**src/rtl/mem_port_arbiter.sv**
```systemverilog
// mem_port_arbiter
// Round-robin arbiter that shares the single main-memory port between the
// dcache (0), icache (1) and DTLB page walker (2). One transaction is in
// flight at a time and the memory answers after a fixed number of cycles.
// All outputs are registered.

module mem_port_arbiter #(
  parameter int MEM_LATENCY = 5,
  parameter int LINE_BITS   = 128
) (
  input  logic                   clock,
  input  logic                   reset,
  input  logic [2:0]             req,
  input  logic [2:0]             req_we,
  input  logic [95:0]            req_addr,
  input  logic [3*LINE_BITS-1:0] req_wdata,
  output logic [2:0]             grant,
  output logic [2:0]             ready,
  output logic [LINE_BITS-1:0]   rdata,
  output logic                   mem_enable,
  output logic                   mem_we,
  output logic [31:0]            mem_address,
  output logic [LINE_BITS-1:0]   mem_wdata,
  input  logic [LINE_BITS-1:0]   mem_rdata,
  output logic                   busy
);

  // Counter only has to hold MEM_LATENCY-1; keep it at least one bit wide.
  localparam int CNT_W = (MEM_LATENCY > 1) ? $clog2(MEM_LATENCY) : 1;
  localparam logic [CNT_W-1:0] CNT_LOAD = CNT_W'(MEM_LATENCY - 1);

  typedef enum logic [1:0] {
    ST_IDLE = 2'd0,
    ST_BUSY = 2'd1,
    ST_DONE = 2'd2
  } state_t;

  state_t                 state_r;
  logic [CNT_W-1:0]       cnt_r;
  logic [1:0]             last_id_r;
  logic [2:0]             id_oh_r;

  logic [2:0]             pick_s;
  logic                   win_valid_s;
  logic [1:0]             win_id_s;
  logic [2:0]             win_oh_s;
  logic                   win_we_s;
  logic [31:0]            win_addr_s;
  logic [LINE_BITS-1:0]   win_wdata_s;

  // Round-robin pick: scan last+1, last+2, last+3 (mod 3).
  // Result bit 2 = some requester found, bits 1:0 = its index.
  function automatic logic [2:0] rr_pick(input logic [2:0] r, input logic [1:0] last);
    logic [2:0] res;
    res = 3'b000;
    case (last)
      2'd0: begin
        if (r[1])      res = {1'b1, 2'd1};
        else if (r[2]) res = {1'b1, 2'd2};
        else if (r[0]) res = {1'b1, 2'd0};
        else           res = 3'b000;
      end
      2'd1: begin
        if (r[2])      res = {1'b1, 2'd2};
        else if (r[0]) res = {1'b1, 2'd0};
        else if (r[1]) res = {1'b1, 2'd1};
        else           res = 3'b000;
      end
      default: begin
        if (r[0])      res = {1'b1, 2'd0};
        else if (r[1]) res = {1'b1, 2'd1};
        else if (r[2]) res = {1'b1, 2'd2};
        else           res = 3'b000;
      end
    endcase
    return res;
  endfunction

  // Select the winning requester and mux out its transaction fields.
  always_comb begin
    pick_s      = rr_pick(req, last_id_r);
    win_valid_s = pick_s[2];
    win_id_s    = pick_s[1:0];
    win_oh_s    = 3'b000;
    win_we_s    = 1'b0;
    win_addr_s  = 32'h0000_0000;
    win_wdata_s = '0;
    case (win_id_s)
      2'd0: begin
        win_oh_s    = 3'b001;
        win_we_s    = req_we[0];
        win_addr_s  = req_addr[31:0];
        win_wdata_s = req_wdata[LINE_BITS-1:0];
      end
      2'd1: begin
        win_oh_s    = 3'b010;
        win_we_s    = req_we[1];
        win_addr_s  = req_addr[63:32];
        win_wdata_s = req_wdata[2*LINE_BITS-1:LINE_BITS];
      end
      2'd2: begin
        win_oh_s    = 3'b100;
        win_we_s    = req_we[2];
        win_addr_s  = req_addr[95:64];
        win_wdata_s = req_wdata[3*LINE_BITS-1:2*LINE_BITS];
      end
      default: begin
        win_oh_s    = 3'b000;
        win_we_s    = 1'b0;
        win_addr_s  = 32'h0000_0000;
        win_wdata_s = '0;
      end
    endcase
  end

  // Arbitration FSM: IDLE grants, BUSY drives memory for MEM_LATENCY cycles,
  // DONE pulses ready for one cycle without arbitrating.
  always_ff @(posedge clock or posedge reset) begin
    if (reset) begin
      state_r     <= ST_IDLE;
      cnt_r       <= '0;
      last_id_r   <= 2'd2;
      id_oh_r     <= 3'b000;
      grant       <= 3'b000;
      ready       <= 3'b000;
      rdata       <= '0;
      mem_enable  <= 1'b0;
      mem_we      <= 1'b0;
      mem_address <= 32'h0000_0000;
      mem_wdata   <= '0;
      busy        <= 1'b0;
    end else begin
      grant <= 3'b000;
      ready <= 3'b000;
      case (state_r)
        ST_IDLE: begin
          if (win_valid_s) begin
            state_r     <= ST_BUSY;
            busy        <= 1'b1;
            grant       <= win_oh_s;
            id_oh_r     <= win_oh_s;
            last_id_r   <= win_id_s;
            cnt_r       <= CNT_LOAD;
            mem_enable  <= 1'b1;
            mem_we      <= win_we_s;
            mem_address <= win_addr_s;
            mem_wdata   <= win_wdata_s;
          end else begin
            busy <= 1'b0;
          end
        end
        ST_BUSY: begin
          if (cnt_r == '0) begin
            // mem_we still holds the latched direction on this edge
            if (!mem_we) begin
              rdata <= mem_rdata;
            end
            mem_enable <= 1'b0;
            mem_we     <= 1'b0;
            ready      <= id_oh_r;
            state_r    <= ST_DONE;
          end else begin
            cnt_r <= cnt_r - 1'b1;
          end
        end
        ST_DONE: begin
          state_r <= ST_IDLE;
          busy    <= 1'b0;
        end
        default: begin
          state_r    <= ST_IDLE;
          busy       <= 1'b0;
          mem_enable <= 1'b0;
          mem_we     <= 1'b0;
        end
      endcase
    end
  end

endmodule

```
**config.mk**
```make
export PLATFORM = sky130hd
export DESIGN_NAME = mem_port_arbiter
export DESIGN_NICKNAME = d
export VERILOG_FILES = /design/src/rtl/mem_port_arbiter.sv
export SDC_FILE = /design/constraint.sdc
export NUM_CORES = 1
export LEC_CHECK = 0
export ABC_AREA = 1
export CAP_MARGIN = 20
export CORE_AREA = 5 5 355 357
export CTS_CLUSTER_SIZE = 8
export DETAILED_ROUTE_END_ITERATION = 10
export DIE_AREA = 0 0 360 362
export PLACE_DENSITY = 0.34
export REMOVE_ABC_BUFFERS = 1
export SLEW_MARGIN = 10
export SYNTH_ARGS = -nofsm -noshare
export SYNTH_HDL_FRONTEND = slang
export SYNTH_SLANG_ARGS = --single-unit
```
**constraint.sdc**
```tcl
create_clock -name clock -period 13.9 [get_ports clock]
set_input_delay 2.085 -clock clock [delete_from_list [all_inputs] [get_ports clock]]
set_output_delay 2.085 -clock clock [all_outputs]
set_load 0.01 [all_outputs]
```
==> results of run 1 <==
==> routing by layer <==
layer  up-vias  part of all wire [%]
met4        10                   2.0
met3       100                   7.9
met5         -                 0.071
li1       7541                     -
met2       594                    50
met1      7794                    40
==> cells in the mapped netlist (all sizes together) <==
cell / instances
buf: 88
nor2: 12
nand3: 166
nand4: 161
mux2: 128
inv: 18
ha: 2
nand2: 823
o21ai: 11
clkbuf: 48
xor2: 1
dfstp: 1
dfrtp: 306
==> final cells by class <==
cell class                 count  area, sq um  share of cell area, %
sequential                   307         7680                   28.3
multi-input combinational   1304         6570                   24.2
clock buffer                  63         1260                   4.63
timing repair buffer         932         9290                   34.3
tap                         1637         2050                   7.56
antenna                        9         22.5                 0.0831
clock inverter                 7          150                  0.554
inverter                      18         85.1                  0.314
==> metrics by stage <==
| step | hold slack (ns) | utilization (%) | setup slack [ns] | power [mW] | instances |
|---|---|---|---|---|---|
| finish | 0.474 | 22.1 | 8.91 | 5.58 | 4277 |
| global route | 0.488 | 22.1 | 8.60 | 6.00 | 4271 |
| CTS | 0.479 | 22.1 | 8.95 | 5.75 | 4268 |
| detailed placement | 0.464 | 20.9 | 8.29 | 4.55 | 4198 |
| global placement | 0.459 | 20.9 | 8.28 | 4.57 | 4198 |
| floorplan | 0.453 | - | 3.33 | 2.87 | 1629 |
==> flip-flops by register name, summed over array words and instances (netlist names) <==
signal / flops
id_oh_r: 3
grant: 3
cnt_r: 3
busy: 1
mem_we: 1
ready: 3
rdata: 128
last_id_r: 2
mem_wdata: 128
mem_address: 32
state_r: 2
mem_enable: 1
==> power groups by stage <==
stage / Clock [mW] / Combinational (mW) / Sequential [mW]
6_report: 1.13 / 2.88 / 1.56
5_1_grt: 1.22 / 3.15 / 1.62
4_1_cts: 1.20 / 2.98 / 1.57
3_5_place_dp: 0 / 2.97 / 1.58
3_3_place_gp: 0 / 3.00 / 1.57
2_1_floorplan: 0 / 1.12 / 1.75
==> critical path: stages <==
cell and delay (ns):
clkdlybuf4s50_1 0.58, inv_1 0.06, nor2_1 0.28, nand2_8 0.39
nand2_8 0.69, buf_4 0.83, nand2_1 0.14, nand3_1 0.13
nand2_1 0.06, nand2_1 0.09
==> cells by family after synthesis <==
family | Yosys count | share of synthesized area (%)
buffers and inverters | 154 | 5.21
AO/OA/AOI/OAI | 11 | 0.368
XOR/XNOR | 1 | 0.0585
adder cells (fa/ha/maj) | 2 | 0.167
flip-flops | 307 | 51.3
AND/OR/NAND/NOR | 1162 | 33.3
multiplexers | 128 | 9.62
==> worst max path at each step <==
| stage | start | cells after the start | slack, ns | endpoint |
|---|---|---|---|---|
| after floorplan | reset | 1 | 3.33 | busy$_DFFE_PP0N_ |
| after global placement | req[1] | 10 | 8.28 | mem_address[8]$_DFFE_PP0P_ |
| after detailed placement | req[1] | 10 | 8.29 | mem_address[6]$_DFFE_PP0P_ |
| after CTS | req[1] | 10 | 8.95 | mem_address[6]$_DFFE_PP0P_ |
| after global routing | req[1] | 10 | 8.60 | mem_wdata[6]$_DFFE_PP0P_ |
| final | req[1] | 10 | 8.91 | mem_wdata[61]$_DFFE_PP0P_ |
==> layout by cell type, fill, tap and decap left out, types with 2 or more instances in the layout <==
cell type,count
bufinv_16,2
inv_1,14
diode_2,9
mux2_2,128
clkbuf_16,47
nand4_1,161
clkbuf_1,14
dfrtp_1,306
clkbuf_8,2
nand3_1,165
inv_6,2
clkinv_16,2
clkdlybuf4s50_1,912
buf_4,19
nand2_8,2
nor2_1,12
nand2_1,818
ha_1,2
o21ai_0,10
nand2_4,3
==> run_results.csv, run 1 <==
group,metric,value,unit
clock_network,post_cts_buffers,0,
grt,antenna_found_initial,19,
critical_path,worstPathArrival,5.52,ns
clock_network,postCtsHoldBufs,0,
hold_path,hold_path_depth,2,
clock_network,clock_sinks,307,
critical_path,r2r_setup_slack,10.55,ns
place,dpl.hpwl,73800,um
grt,grtUsageMet3,5.01,%
place,portBuffers,912,
die,die_w,360,um
run,maxCapViolCount,0,
critical_path,reg2reg_depth,9,
clock_network,htreeDepth,2,
grt,grt_max_degree,113,
finish,final_nets,3228,
routing,drtAntennaViolNets,0,
sta,finalSetupTns,0,ns
clock_network,clk_latency,0.62,ns
grt,track_usage,14.3,%
critical_path,rr_startpoint,"last_id_r[1]$_DFFE_PP1P_",
synth,syn_area,0.0150,sq mm
clock_network,clk_pin_slew,0.05,ns
die,io_pins,913,
synth,yosys_warnings,0,
critical_path,cp-end-kind,"flip-flop",
hold_path,hold_end,"mem_wdata[38]$_DFFE_PP0P_",
synth,synth.area.top_cells,"dfrtp_1 (51%), nand2_1 (21%), mux2_2 (9.6%)",
critical_path,start_kind,"primary input",
place,place_congestion,0.806,
synth,synthCells,1765,
finish,drive_gt1_share,8.17,%
critical_path,crit_type,"primary input to flip-flop",
die,dieArea,0.130,sq mm
sta,hold_viol,0,
routing,drtPass1Iterations,5,
power_and_ir_drop,switching_share,40.0,%
sta,tightest_slew,1.00,ns
routing,wl_per_cell,22.7,um
power_and_ir_drop,p_clk_share,20.3,%
clock_network,cts_tree,"yes",
grt,grt_pass1_wl,136000,um
sta,fmax,0.200,GHz
sta,finalSetupViolations,0,
die,core_area,0.123,sq mm
die,die_h,362,um
sta,post-route-period-util,35.9,%
power_and_ir_drop,leakage,11.5,nW
hold_path,hp-start,"mem_wdata[38]$_DFFE_PP0P_",
die,num_rows,129,
power_and_ir_drop,ir_drop,0.0000949,V
clock_network,ctsLongestPathBuffers,3,
synth,ys_seq_area_share,51.3,%
routing,routed_via_density,3.75,
synth,netlist-cell-type-count,20,
synth,synth.top_cell.area_share,51.1,%
clock_network,root_buffer,"clkbuf_16",
synth,synth_top_area_cell,"dfrtp_1",
routing,vias,16000,
grt,grt_busiest_layer,"met2",
routing,drt_iter0_drc,780,
finish,fin_area,0.0271,sq mm
power_and_ir_drop,switching_power,2.23,mW
sta,rsz0062_at_grt,"no",
synth,postSynthAreaPerCell,8.49,sq um
critical_path,worstPathMaxFanout,92,
power_and_ir_drop,p_int,3.35,mW
sta,slew_headroom,33.3,%
routing,drc_errors,0,
routing,wl,97200,um
sta,min_period,4.99,ns
clock_network,cts-resized-gates,0,
grt,grt_pass1_vias,17000,
critical_path,worstPathRequired,14.43,ns
finish,area_growth,81.0,%
power_and_ir_drop,power_frac_comb,51.7,%
power_and_ir_drop,power_density,206,mW/mm^2
run_status,status,"complete, no violations",
sta,finalMaxSlewViolations,0,
grt,grt_overflow,0,
finish,n_fill_cell,13700,
place,placedInstanceArea,0.0257,sq mm
sta,clock_skew,0.0177,ns
clock_network,cts_buffers,47,
grt,grt_use_met2,25.0,%
synth,synth-seq-cells,307,
power_and_ir_drop,seq_power_share,28.0,%
critical_path,r2r-end,"mem_wdata[61]$_DFFE_PP0P_",
grt,gr-usage-met1,16.8,%
hold_path,hp-class,"flip-flop to flip-flop",
die,initial_core_util,12.2,%
No activity file was read; power rests on OpenSTA's default activity.
==> inputs of run 2 (changes only) <==
--- a/config.mk
+++ b/config.mk
@@ -7,11 +7,11 @@
 export LEC_CHECK = 0
 export ABC_AREA = 1
 export CAP_MARGIN = 20
-export CORE_AREA = 5 5 355 357
+export CORE_AREA = 5 5 353 355
 export CTS_CLUSTER_SIZE = 8
 export DETAILED_ROUTE_END_ITERATION = 10
-export DIE_AREA = 0 0 360 362
-export PLACE_DENSITY = 0.34
+export DIE_AREA = 0 0 358 360
+export PLACE_DENSITY = 0.36
 export REMOVE_ABC_BUFFERS = 1
 export SLEW_MARGIN = 10
 export SYNTH_ARGS = -nofsm -noshare
==> constraint.sdc (replaced) <==
create_clock -name clock -period 4.3 [get_ports clock]
set_input_delay 0.645 -clock clock [delete_from_list [all_inputs] [get_ports clock]]
set_output_delay 0.645 -clock clock [all_outputs]
set_load 0.01 [all_outputs]
==> run 2 against run 1 <==
  * Register-to-register slack worse by 8.7 ns
  * Worst hold slack better by 0.0012 ns
  * Sequential power grew to 3.3 times the previous value
  * Via count is 1.9% higher
  * Sequential cell count stayed put
  * Clock-buffer cell count is 4 higher
  * Critical path depth is 1 higher
  * Clock skew is 0.0055 ns lower
  * Utilization is 0.65 points higher
  * Combinational power grew to 3.3 times the previous value
  * Sequential share of layout area is 0.45 points lower
  * Critical path type unchanged
  * Critical endpoint is now mem_wdata[124]$_DFFE_PP0P_
  * Largest power group unchanged
==> run_results.csv, run 2 (same netlist as run 1, synthesis figures left out) <==
group,metric,value,unit
critical_path,rr_startpoint,"last_id_r[1]$_DFFE_PP1P_",
critical_path,max_stage_delay,0.58,ns
critical_path,worstPathMaxFanout,45,
clock_network,htreeDepth,2,
clock_network,cts_tree,"yes",
place,placedInstanceArea,0.0261,sq mm
grt,grt_overflow,0,
clock_network,clock_sinks,307,
critical_path,crit_start,"req[1]",
power_and_ir_drop,switching_share,40.2,%
run_status,status,"complete, no violations",
finish,n_fill_cell,13500,
critical_path,path_cells,"clkdlybuf4s50_1 -> inv_1 -> nor2_1 -> nand2_8 -> nand2_8 -> buf_12 -> buf_4 -> nand2_1 -> nand3_1 -> nand2_1 -> nand2_1",
grt,track_usage,15.1,%
routing,vias,16300,
sta,tightest_slew,0.941,ns
grt,antenna_found_initial,25,
finish,drive_gt1_share,9.45,%
die,io_pins,913,
critical_path,reg2reg_depth,9,
power_and_ir_drop,seq_power_share,28.0,%
grt,grt_max_degree,92,
place,place_congestion,0.811,
routing,drt_iter0_drc,835,
critical_path,crit_cells,11,
place,dpl.hpwl,79100,um
die,die_h,360,um
finish,utilization,22.8,%
clock_network,root_buffer,"clkbuf_16",
power_and_ir_drop,p_clk_share,20.0,%
power_and_ir_drop,power_density,668,mW/mm^2
routing,drc_errors,0,
power_and_ir_drop,power,18.4,mW
sta,rsz0062_at_grt,"no",
sta,finalSetupViolations,0,
power_and_ir_drop,leakage,11.8,nW
clock_network,clk_latency,0.62,ns
routing,routed_via_density,3.80,
sta,slew_headroom,37.3,%
power_and_ir_drop,power_frac_comb,52.0,%
sta,hold_viol,0,
finish,final_nets,3261,
critical_path,worstPathRequired,4.85,ns
routing,wl,102000,um
die,core_area,0.121,sq mm
place,place_ws,1.05,ns
grt,grt_pass1_vias,17500,
critical_path,crit_end,"mem_wdata[124]$_DFFE_PP0P_",
place,portBuffers,912,
routing,drtPass1Iterations,5,
clock_network,ctsLongestPathBuffers,3,
power_and_ir_drop,switching_power,7.39,mW
critical_path,crit_slowest_cell,"clkdlybuf4s50_1",
hold_path,hp-class,"flip-flop to flip-flop",
die,num_rows,128,
sta,finalMaxSlewViolations,0,
die,dieArea,0.129,sq mm
sta,setup_ws,1.70,ns
die,die_w,358,um
critical_path,start_kind,"primary input",
critical_path,crit_buf_inv,4,
critical_path,crit_top_cell,"nand2_1",
critical_path,cp-end-kind,"flip-flop",
clock_network,postCtsHoldBufs,0,
routing,drtAntennaViolNets,0,
power_and_ir_drop,ir_drop,0.000259,V
die,initial_core_util,12.4,%
routing,wl_per_cell,23.7,um
run,maxCapViolCount,0,
critical_path,r2r_setup_slack,1.85,ns
finish,mostFrequentLayoutCells,"clkdlybuf4s50_1 (912), nand2_1 (818), dfrtp_1 (306)",
sta,finalSetupTns,0,ns
sta,fmax,0.385,GHz
sta,clock_skew,0.0122,ns
finish,top_regs,"mem_wdata x128, rdata x128, mem_address x32",
critical_path,r2r-end,"mem_wdata[8]$_DFFE_PP0P_",
clock_network,clk_pin_slew,0.06,ns
clock_network,post_cts_buffers,0,
finish,layout_commonest_cell,"clkdlybuf4s50_1",
clock_network,cts_buffers,47,
sta,post-route-period-util,60.4,%
clock_network,cts-resized-gates,0,
finish,area_growth,83.9,%
critical_path,path_delay_family,"simple AND/OR/NAND/NOR gates",
critical_path,crit_type,"primary input to flip-flop",
critical_path,worstPathArrival,3.15,ns
power_and_ir_drop,p_int,11.0,mW
grt,grt_pass1_wl,139000,um
finish,fin_area,0.0275,sq mm
sta,min_period,2.60,ns
## run 2: changes by cell type in the layout (fill, tap and decap cells not counted), sizes merged
cell    previous run  this run
bufinv             2         0
buf               20        53
diode              9        12
clkbuf            63        67
## run 2: stage by stage
step           hold slack [ns]  instances
2_1_floorplan            0.453       1629
3_3_place_gp             0.462       4219
3_5_place_dp             0.464       4219
4_1_cts                  0.478       4291
5_1_grt                  0.491       4300
6_report                 0.475       4303
## run 2: layer usage
metal	wire, um	part of all wire [%]	GRT usage (%)
met1	41500	41	18.0
met5	137	0.13	0
met2	49100	48	25.8
met4	2540	2.5	4.69
met3	8520	8.4	5.05
## run 2: worst reg2reg max path, delay by kind of cell (launching register included)
family / cells / cell delay (ns)
buffers and inverters: 3 / 0.84
DFF: 1 / 0.53
and+or+nand+nor: 6 / 1.03
## run 2: cell type report
type,instances,area [sq um],share of cell area [%]
clock inverters,5,86.3,0.313
inverters,18,85.1,0.309
multi-input cells,1304,6570,23.9
flip-flops and latches,307,7680,27.9
well taps,1625,2030,7.38
clock buffers,67,1330,4.83
diodes,12,30.0,0.109
repair buffers,965,9730,35.3
## run 2: worst min path at each step
stage	startpoint	endpoint	slack, ns	cells after the start
CTS	mem_address[8]$_DFFE_PP0P_	mem_address[8]$_DFFE_PP0P_	0.48	2
global route	mem_wdata[46]$_DFFE_PP0P_	mem_wdata[46]$_DFFE_PP0P_	0.49	2
global placement	mem_wdata[76]$_DFFE_PP0P_	mem_wdata[76]$_DFFE_PP0P_	0.46	2
finish	mem_address[12]$_DFFE_PP0P_	mem_address[12]$_DFFE_PP0P_	0.47	2
detailed placement	mem_wdata[123]$_DFFE_PP0P_	mem_wdata[123]$_DFFE_PP0P_	0.46	2
floorplan	id_oh_r[0]$_DFFE_PP0P_	id_oh_r[0]$_DFFE_PP0P_	0.45	2
## run 2: power by group through the flow
stage / clock network [mW] / registers [mW] / logic (mW)
floorplan: 0 / 5.67 / 3.62
global placement: 0 / 5.19 / 9.88
detailed placement: 0 / 5.18 / 9.84
CTS: 3.87 / 5.17 / 9.87
global route: 3.95 / 5.33 / 10.4
finish: 3.69 / 5.15 / 9.56
==> inputs of run 3 (changes only) <==
--- a/config.mk
+++ b/config.mk
@@ -7,11 +7,11 @@
 export LEC_CHECK = 0
 export ABC_AREA = 1
 export CAP_MARGIN = 20
-export CORE_AREA = 5 5 353 355
+export CORE_AREA = 5 5 355 357
 export CTS_CLUSTER_SIZE = 8
 export DETAILED_ROUTE_END_ITERATION = 10
-export DIE_AREA = 0 0 358 360
-export PLACE_DENSITY = 0.36
+export DIE_AREA = 0 0 360 362
+export PLACE_DENSITY = 0.34
 export REMOVE_ABC_BUFFERS = 1
 export SLEW_MARGIN = 10
 export SYNTH_ARGS = -nofsm -noshare
==> constraint.sdc (replaced) <==
create_clock -name clock -period 2.72 [get_ports clock]
set_input_delay 0.408 -clock clock [delete_from_list [all_inputs] [get_ports clock]]
set_output_delay 0.408 -clock clock [all_outputs]
set_load 0.01 [all_outputs]
==> run 3 against run 2 <==
  * Critical path type is now flip-flop to primary output
  * First-iteration DRC count fell by 1.2%
  * Largest power group unchanged
  * Global-route usage fell by 0.39 points
  * Worst hold slack got worse by 0.31 ns
==> run_results.csv, run 3 (same netlist as run 1, synthesis figures left out) <==
group,metric,value,unit
critical_path,crit_end,"mem_wdata[23]",
place,portBuffers,912,
sta,fmax,0.469,GHz
critical_path,worstPathArrival,1.73,ns
critical_path,reg2reg_depth,7,
grt,grt_max_degree,107,
routing,vias,16400,
sta,clock_skew,0.0309,ns
die,die_h,362,um
finish,mostFrequentLayoutCells,"clkdlybuf4s50_1 (912), nand2_1 (818), dfrtp_1 (306)",
clock_network,post_cts_buffers,0,
critical_path,path_cells,"clkdlybuf4s50_1",
critical_path,crit_type,"flip-flop to primary output",
critical_path,crit_slowest_cell,"clkdlybuf4s50_1",
routing,routed_via_density,3.76,
critical_path,crit_buf_inv,1,
sta,post-route-period-util,78.4,%
die,io_pins,913,
sta,finalSetupTns,0,ns
finish,final_nets,3301,
sta,hold_viol,0,
run,maxCapViolCount,0,
finish,area_growth,86.9,%
critical_path,max_stage_delay,0.72,ns
sta,slew_headroom,53.5,%
sta,finalMaxSlewViolations,0,
die,dieArea,0.130,sq mm
run_status,status,"complete, no violations",
clock_network,cts_buffers,46,
critical_path,crit_cells,1,
place,dpl.hpwl,79900,um
power_and_ir_drop,power,29.2,mW
finish,n_fill_cell,13600,
clock_network,root_buffer,"clkbuf_16",
clock_network,clock_sinks,307,
grt,grt_overflow,0,
grt,grt_pass1_wl,139000,um
critical_path,worstPathMaxFanout,2,
critical_path,start_kind,"flip-flop",
finish,layout_commonest_cell,"clkdlybuf4s50_1",
clock_network,cts-resized-gates,0,
clock_network,clk_pin_slew,0.06,ns
clock_network,htreeDepth,2,
routing,drtAntennaViolNets,0,
critical_path,worstPathRequired,2.31,ns
routing,drc_errors,0,
grt,antenna_found_initial,30,
sta,min_period,2.13,ns
clock_network,postCtsHoldBufs,0,
critical_path,rr_startpoint,"cnt_r[0]$_DFFE_PP0P_",
sta,rsz0062_at_grt,"no",
clock_network,cts_tree,"yes",
critical_path,crit_start,"mem_wdata[23]$_DFFE_PP0P_",
finish,top_regs,"mem_wdata x128, rdata x128, mem_address x32",
sta,finalSetupViolations,0,
hold_path,hp-class,"primary input to async pin",
critical_path,path_delay_family,"buffers and inverters",
finish,drive_gt1_share,10.7,%
grt,grt_pass1_vias,17500,
routing,drt_iter0_drc,825,
critical_path,cp-end-kind,"primary output",
sta,tightest_slew,0.697,ns
critical_path,r2r_setup_slack,0.75,ns
place,placedInstanceArea,0.0266,sq mm
critical_path,r2r-end,"rdata[48]$_DFFE_PP0P_",
die,initial_core_util,12.2,%
power_and_ir_drop,leakage,12.0,nW
power_and_ir_drop,ir_drop,0.000532,V
routing,drtPass1Iterations,5,
clock_network,clk_latency,0.60,ns
clock_network,ctsLongestPathBuffers,3,
die,num_rows,129,
grt,track_usage,14.7,%
routing,wl,100000,um
die,core_area,0.123,sq mm
place,place_congestion,0.822,
finish,fin_area,0.0280,sq mm
die,die_w,360,um
power_and_ir_drop,power_density,1040,mW/mm^2
routing,wl_per_cell,23.0,um
## run 3: cell count changes in the layout (fill, tap and decap cells not counted), moves of 2 or more
cell / delta
buf_4: +28
buf_12: +13
diode_2: +9
inv_16: +2
clkbuf_8: -2
## run 3: worst min path at each step
stage / from / slack, ns / endpoint / depth (start not counted)
6_report: reset / 0.16 / rdata[33]$_DFFE_PP0P_ / 2
5_1_grt: reset / 0.15 / rdata[33]$_DFFE_PP0P_ / 2
4_1_cts: reset / 0.12 / mem_wdata[82]$_DFFE_PP0P_ / 2
3_5_place_dp: mem_enable$_DFFE_PP0P_ / 0.46 / mem_enable$_DFFE_PP0P_ / 2
3_3_place_gp: mem_enable$_DFFE_PP0P_ / 0.46 / mem_enable$_DFFE_PP0P_ / 2
2_1_floorplan: id_oh_r[0]$_DFFE_PP0P_ / 0.45 / id_oh_r[0]$_DFFE_PP0P_ / 2
## run 3: metal layers
metal | vias to the layer above | part of all wire (%) | global-route usage (%)
li1 | 7713 | - | -
met1 | 7887 | 40 | 16.9
met2 | 651 | 49 | 25.2
met3 | 115 | 8.3 | 5.61
met4 | 10 | 2.7 | 5.01
met5 | - | 0.064 | 0
## run 3: layout make-up
class | count | area (sq um) | area share, %
antenna | 21 | 52.6 | 0.188
sequential | 307 | 7680 | 27.5
clock buffer | 64 | 1280 | 4.57
inverter | 18 | 85.1 | 0.304
timing repair buffer | 1006 | 10200 | 36.4
tap | 1637 | 2050 | 7.32
multi-input combinational | 1304 | 6570 | 23.5
clock inverter | 4 | 75.1 | 0.268
## run 3: metrics by stage
stage | util [%] | setup WS (ns) | hold slack [ns] | instances
2_1_floorplan | - | -6.17 | 0.453 | 1629
3_3_place_gp | 21.7 | 0.190 | 0.459 | 4272
3_5_place_dp | 21.7 | 0.177 | 0.462 | 4272
4_1_cts | 22.8 | 0.391 | 0.120 | 4340
5_1_grt | 22.8 | 0.315 | 0.145 | 4353
6_report | 22.8 | 0.586 | 0.163 | 4361
## run 3: report_power, final
part / switching, mW / internal (mW)
logic: 7.95 / 7.53
clock network: 2.40 / 3.25
registers: 1.22 / 6.85
